$ cat config.mk
export PLATFORM = sky130hd
export DESIGN_NAME = pe_arr_drain
export DESIGN_NICKNAME = d
export VERILOG_FILES = /design/src/rtl/pe_arr_drain.sv
export SDC_FILE = /design/constraint.sdc
export NUM_CORES = 1
export LEC_CHECK = 0
export BUFFER_PORTS_ARGS = -buffer_cell sky130_fd_sc_hd__buf_2
export CORE_AREA = 2 2 212 214
export DETAILED_ROUTE_END_ITERATION = 16
export DIE_AREA = 0 0 214 216
export PLACE_DENSITY = 0.58
export SYNTH_ARGS = -nofsm -noshare
export SYNTH_HDL_FRONTEND = slang
export SYNTH_SLANG_ARGS = --single-unit
$ cat constraint.sdc
create_clock -name clk -period 10.6 [get_ports clk]
set_clock_uncertainty 0.15 [all_clocks]
set_input_delay 2.12 -clock clk [delete_from_list [all_inputs] [get_ports clk]]
set_output_delay 2.12 -clock clk [all_outputs]
set_load 0.02 [all_outputs]
$ cat src/rtl/pe_arr_drain.sv
// pe_arr_drain -- result drain for the systolic PE array.
//
// When cap is accepted, the whole accumulator bus is snapshotted. Each element
// is saturated to OUT_W at that point. The elements are then streamed out one
// per valid/ready handshake, in row-major order.
//
// Ports:
//   clk        clock, rising edge
//   rstn       asynchronous reset, active HIGH (despite the name)
//   cap        capture pulse; snapshot res_port this cycle
//   res_port   ascending bus [0:ACC_W*N-1]; element k = [ACC_W*k : ACC_W*(k+1)-1]
//   out_valid  out_* carry a valid element
//   out_ready  downstream accept
//   out_data   saturated signed element
//   out_row    row index of current element
//   out_col    column index of current element
//   out_last   current element is the last of the tile
//   busy       high while streaming (same as out_valid)
//   overrun    sticky; a cap arrived while busy and was dropped

// Signed saturation of one accumulator to OUT_W bits.
module pe_drain_sat #(
    parameter int ACC_W = 32,
    parameter int OUT_W = 16
) (
    input  logic [ACC_W-1:0] acc,
    output logic [OUT_W-1:0] sat
);
    generate
        if (OUT_W == ACC_W) begin : g_pass
            assign sat = acc;
        end else begin : g_sat
            // In range iff every bit above the output sign bit copies the sign.
            logic hi_same;
            assign hi_same = (acc[ACC_W-1:OUT_W-1] == {(ACC_W-OUT_W+1){acc[ACC_W-1]}});
            always_comb begin
                sat = acc[OUT_W-1:0];
                if (!hi_same)
                    sat = acc[ACC_W-1] ? {1'b1, {(OUT_W-1){1'b0}}}
                                       : {1'b0, {(OUT_W-1){1'b1}}};
            end
        end
    endgenerate
endmodule

module pe_arr_drain #(
    parameter int ROWS  = 4,
    parameter int COLS  = 4,
    parameter int ACC_W = 32,
    parameter int OUT_W = 16,
    localparam int RW   = (ROWS > 1) ? $clog2(ROWS) : 1,
    localparam int CW   = (COLS > 1) ? $clog2(COLS) : 1
) (
    input  logic                        clk,
    input  logic                        rstn,
    input  logic                        cap,
    input  logic [0:ACC_W*ROWS*COLS-1]  res_port,
    output logic                        out_valid,
    input  logic                        out_ready,
    output logic [OUT_W-1:0]            out_data,
    output logic [RW-1:0]               out_row,
    output logic [CW-1:0]               out_col,
    output logic                        out_last,
    output logic                        busy,
    output logic                        overrun
);
    localparam int N  = ROWS * COLS;
    localparam int IW = (N > 1) ? $clog2(N) : 1;

    typedef enum logic {IDLE, STREAM} state_t;

    state_t                  state_q, state_d;
    logic [N-1:0][OUT_W-1:0] sat_all;   // saturated view of the live bus
    logic [N-1:0][OUT_W-1:0] tile_q;    // snapshot being drained
    logic [IW-1:0]           idx_q, idx_nxt;
    logic                    load, adv, drop;

    // Saturation happens at capture time, so the buffer only needs OUT_W bits.
    generate
        for (genvar k = 0; k < N; k++) begin : g_lane
            pe_drain_sat #(.ACC_W(ACC_W), .OUT_W(OUT_W)) u_sat (
                .acc (res_port[ACC_W*k +: ACC_W]),
                .sat (sat_all[k])
            );
        end
    endgenerate

    always_ff @(posedge clk or posedge rstn) begin
        if (rstn) state_q <= IDLE;
        else      state_q <= state_d;
    end

    always_comb begin
        state_d = state_q;
        load    = 1'b0;
        adv     = 1'b0;
        drop    = 1'b0;
        case (state_q)
            IDLE: begin
                if (cap) begin
                    load    = 1'b1;
                    state_d = STREAM;
                end
            end
            STREAM: begin
                if (out_ready) begin
                    if (out_last) begin
                        // A cap on the final transfer starts the next tile with no bubble.
                        if (cap) load    = 1'b1;
                        else     state_d = IDLE;
                    end else begin
                        adv = 1'b1;
                    end
                end
                if (cap && !(out_ready && out_last)) drop = 1'b1;
            end
            default: state_d = IDLE;
        endcase
    end

    assign idx_nxt   = idx_q + 1'b1;
    assign out_valid = (state_q == STREAM);
    assign busy      = out_valid;

    // The buffer is never reset; its contents are meaningless until a capture.
    always_ff @(posedge clk) begin
        if (load) tile_q <= sat_all;
    end

    always_ff @(posedge clk or posedge rstn) begin
        if (rstn) begin
            idx_q    <= '0;
            out_row  <= '0;
            out_col  <= '0;
            out_data <= '0;
            out_last <= 1'b0;
            overrun  <= 1'b0;
        end else begin
            if (load) begin
                idx_q    <= '0;
                out_row  <= '0;
                out_col  <= '0;
                out_data <= sat_all[0];
                out_last <= (N == 1);
            end else if (adv) begin
                idx_q    <= idx_nxt;
                out_data <= tile_q[idx_nxt];
                out_last <= (idx_nxt == IW'(N-1));
                if (out_col == CW'(COLS-1)) begin
                    out_col <= '0;
                    out_row <= out_row + 1'b1;
                end else begin
                    out_col <= out_col + 1'b1;
                end
            end else if (state_d == IDLE) begin
                out_last <= 1'b0;
            end
            if (drop) overrun <= 1'b1;
        end
    end
endmodule

# After elaboration in Yosys (flattened, before gate mapping)
# Cells that the tools add are included.
# W data, S select, Z words.
# classes
muxes,59
order_cmp,1
n_eq_ne,19
n_bitwise,1
addsub,3
reduce_logical,6
# op_table
operator,n
$mux W16,35
$eq A16 B16 Y1,16
$bmux W16 S4,1
$mux W1,13
$mux W2,6
$mux W4,2
$lt A4 B5 Y1 const B,1
$add A2 B1 Y2 const B,2
$add A4 B1 Y4 const B,1
$eq A4 B4 Y1 const B,1
$pmux W1 S2,2
$reduce_bool A2 Y1,2
$ne A3 B1 Y1 const B,1
$eq A2 B2 Y1 const B,1
$logic_and A1 B1 Y1,2
$reduce_and A2 Y1,1
$logic_not A1 Y1,1
$not A1 Y1,1
# totals
reg_bits,283
out_inout_bits,24

# Depth between registers and ports, before layout
# logic_depth
depth_word,7
ltp_mapped,12

# Hierarchy
# A second synthesis with hierarchy kept.
# unflattened
cells_unflattened,1418
area_unflattened_um2,16515.8
# by_module_without_submodules
mod,cells_each,area_per_inst_um2,instances,seq_area_each_um2
pe_arr_drain,618,10970.5,1,8363.0
pe_drain_sat,50,346.6,16,0.0

# Worst setup path after synthesis
# Ideal clock, no wire load.
# synth_path
path_kind,in2reg
startpoint,input out_ready
endpoint,register out_data[10]
path_stages,7
slack_ns,1.520
path_buffers,1
setup_time_ns,0.081
arrival_ns,8.849
cell_sequence,a21boi_0 nand2b_1 inv_1 o221a_2 buf_4 a22oi_1 o211ai_2
# synth_between
elab_chain_cells,3
# synth_rtl
element,line,source
from (decl),59,"input logic out_ready,"
$mux W1 *,106,if (out_ready) begin
$pmux W1 S2 *,98,case (state_q)
via load,76,"logic load, adv, drop;"
$mux W16 or $reduce_bool A2 Y1 (tied branches),n/a,
to (signal assigned),143,out_data <= sat_all[0];
to (signal assigned),147,out_data <= tile_q[idx_nxt];
to (decl),60,"output logic [OUT_W-1:0] out_data,"
# Mark *: on every way through the listed nets, which the timed path passes. The rest lies on a longest branch.
# A chain may end at the register's enable or synchronous reset.

# Final worst setup path
# layout_path
startpoint,input out_ready
endpoint,register tile_q[224] (netlist bit) (enable)
# layout_between
elab_chain_cells,2
# layout_rtl
element,line,source
$mux W1,106,
$pmux W1 S2,98,
via load,76,
to (signal assigned),127,if (load) tile_q <= sat_all;
to (decl),74,logic [N-1:0][OUT_W-1:0] tile_q;
# The timed path passes the listed nets, and every way through them passes these cells.

==> metrics.log <==
INFO  metric via_count = about 14000
INFO  metric antenna_found_initial = 7
INFO  metric ys_seq_elements = 283
INFO  metric numPortBuffers = between 500 and 600
INFO  metric dp_hpwl = 41500 µm
INFO  metric total_number_of_nets_in_the_final_design = around 2400
INFO  metric cts_buffers = 34
INFO  metric postRouteWirelength = about 53000 µm
INFO  metric fin_crit_sh = 0.405
INFO  metric post_drt_wl_per_cell = around 22 µm
INFO  metric coreArea = between 0.04 and 0.05 mm²
INFO  metric peak_supply_drop = 0.114 mV
INFO  metric hp-class = flip-flop to flip-flop
INFO  metric final_layout_setup_total_negative_slack = 0 ns
INFO  metric synth_ff_type = edfxtp_1
INFO  metric layout.cells.most_common = buf_2
INFO  metric outcome = finished clean
INFO  metric maxCapViolCount = 0
INFO  metric synth_enable_flop_cells = about 260
INFO  metric grt_pass1_vias = about 14000
INFO  metric globalplace.congestion = 1.01
INFO  metric numClockSinks = about 280
INFO  metric mappedNetlistNets = about 1800
INFO  metric clk-insertion-delay-late = ~0.52 ns
INFO  metric cts.root.buffer_cell = clkbuf_16
INFO  metric tritoncts = yes
INFO  metric most-common-layout-cells = buf_2 (539), nand2_1 (278), edfxtp_1 (256)
INFO  metric finalWorstPathRequiredPeriod = roughly 4.3 ns
INFO  metric route.detailed.drc = 0
INFO  metric floorplan_row_count = slightly below 80
INFO  metric timing.reg2reg.setup_slack = about 6.8 ns
INFO  metric maximum_number_of_pins_on_one_net_before_global_route_repair = 95
INFO  metric critical_path_class = primary input to flip-flop
INFO  metric first_pass_grt_wire_length = just under 80000 µm
INFO  metric cts-resized-gates = 0
INFO  metric fmax = 233 MHz
INFO  metric initial_utilization = 0.353
INFO  metric worstPathRequired = 10.59 ns
INFO  metric rsz0062_at_grt = no
INFO  metric route.antenna.remaining_nets = 0
INFO  metric grt_util_all_layers = 0.223
INFO  metric worstSetupEndpointType = flip-flop
INFO  metric die-area = around 0.046 mm²
INFO  metric max_slew.worst_pin.slew = approximately 1.2 ns
INFO  metric postSynthCellCount = about 1300
INFO  metric cts.path.max_buffers = 3
INFO  metric drt_pre_antenna_iters = 5
INFO  metric timing.final.setup_violations = 0
INFO  metric critical_path.startpoint_type = primary input
INFO  metric cts-hold-fix-buffers = 0
INFO  metric cts.reportedPaths.clkPinSlew = 0.05 ns
INFO  metric die-height = between 200 and 250 µm
INFO  metric critPathMaxFanout = 94
INFO  metric slew_headroom = 0.193
INFO  metric die_width = about 210 µm
INFO  metric dr.first_iter.drc_count = a little over 900
INFO  metric cts_max_level = 2
INFO  metric synth-seq-area-share = 0.540
INFO  metric power_leakage = 7.77 nW
INFO  metric i_o_pin_count = 540
INFO  metric synthArstFlopShare = 0.0954
INFO  metric global_route_overflow = 0
INFO  metric syn_area_per_cell = about 12 µm²
INFO  metric timing.critical_path.arrival = about 4.3 ns
INFO  metric worst_slack_on_hold_paths = between 0.3 and 0.4 ns
INFO  metric synth_cell_types = 39
INFO  metric syn_area = approximately 0.015 mm²
INFO  metric power-per-cell-area = between 150 and 200 mW/mm²
INFO  metric drive_above_1_share = 0.407
INFO  metric yosysWarnings = 0
INFO  metric count_of_final_max_slew_check_failures = 0
INFO  metric post_drt_via_cell_ratio = around 5.5
INFO  metric cts_setup_buffers = 0
INFO  metric syn2layout_area_growth = 29.1%
INFO  metric finalHoldViolations = 0
==> synth_stat cells, types with 2 or more instances <==
library cell	n	share of area
nand2_1	278	0.067
edfxtp_1	256	0.50
o211ai_1	230	0.11
mux4_2	65	0.095
clkbuf_1	56	0.014
nand3_1	53	0.017
nor2_1	51	0.012
nor4_1	44	0.018
nor3_1	35	0.011
nand4_1	32	0.013
a21o_1	31	0.015
dfrtp_1	27	0.044
buf_2	26	0.0084
buf_4	19	0.0092
a21oi_1	17	0.0055
a22oi_1	15	0.0073
mux2_2	15	0.011
mux2i_1	15	0.0097
o31ai_1	15	0.0073
o211ai_2	10	0.0081
inv_1	5	0.0012
o21ai_0	5	0.0016
xor2_1	4	0.0023
ha_1	3	0.0024
nor4_2	3	0.0024
or3_1	3	0.0012
buf_1	2	0.00049
buf_6	2	0.0015
or4_1	2	0.00097
==> per-layer routing <==
| layer | track usage | up-vias | wire length, µm |
|---|---|---|---|
| met3 | 0.0412 | 88 | 3280 |
| met4 | 0.0737 | 8 | 1420 |
| met5 | 0 | - | 44 |
| li1 | - | 6325 | - |
| met2 | 0.377 | 532 | 25700 |
| met1 | 0.289 | 6666 | 22500 |
==> sequential cells by signal (all words and copies together), names as in the netlist <==
name,flops
overrun,1
out_data,16
idx_q,4
out_col,2
out_row,2
out_last,1
tile_q,256
busy,1
==> worst max-delay path: stages <==
cell and delay (ns):
buf_2 0.12, a21boi_0 0.13, nand2b_1 0.33, inv_8 0.56, buf_4 0.94
==> cell families (layout without fill, tap and decap cells) <==
group                      Yosys count  in the layout  share of synthesized area
xor gates and xnor gates             4              4                    0.00226
muxes                               95             95                      0.115
other                                0              3                          0
adders and majority gates            3              3                    0.00243
and+or+nand+nor                    505            505                      0.145
buffers and inverters              111            645                     0.0353
AOI/OAI and AO/OA                  328            328                      0.159
DFF                                283            283                      0.540
==> worst paths after layout <==
path,endpoint,cells after the start,startpoint
hold reg to reg,overrun$_DFFE_PP0P_,1,overrun$_DFFE_PP0P_
min in group asynchronous,out_row[1]$_DFFE_PP0P_,2,rstn
max in group asynchronous,idx_q[0]$_DFFE_PP0P_,2,rstn
setup reg to reg,out_data[15]$_DFFE_PP0P_,6,idx_q[0]$_DFFE_PP0P_
setup / recovery,tile_q[224]$_DFFE_PP_,5,out_ready
hold / removal,overrun$_DFFE_PP0P_,1,overrun$_DFFE_PP0P_
==> per-stage QoR <==
step,area (µm²),cells,setup slack (ns),util,total power (W)
after floorplan,15500,1329,1.52,-,0.00209
after CTS,20000,2455,6.31,0.455,0.00366
after global placement,18900,2396,5.85,0.431,0.00254
after detailed placement,18900,2396,5.77,0.431,0.00255
after global routing,20000,2458,6.14,0.456,0.00377
final,20000,2458,6.30,0.456,0.00361
==> final cells by class <==
class	count	area (µm²)
sequential	283	8370
multi-input combinational	935	6770
tap	592	741
clock buffer	45	933
clock inverter	14	121
antenna	3	7.51
fill	4081	23900
timing repair buffer	581	3010
inverter	5	26.3
==> where the power goes <==
group,internal [W],switching [W]
combinational,0.000502,0.000628
sequential,0.00130,0.0000783
clock,0.000648,0.000452
Power figures use the tool's default switching activity.
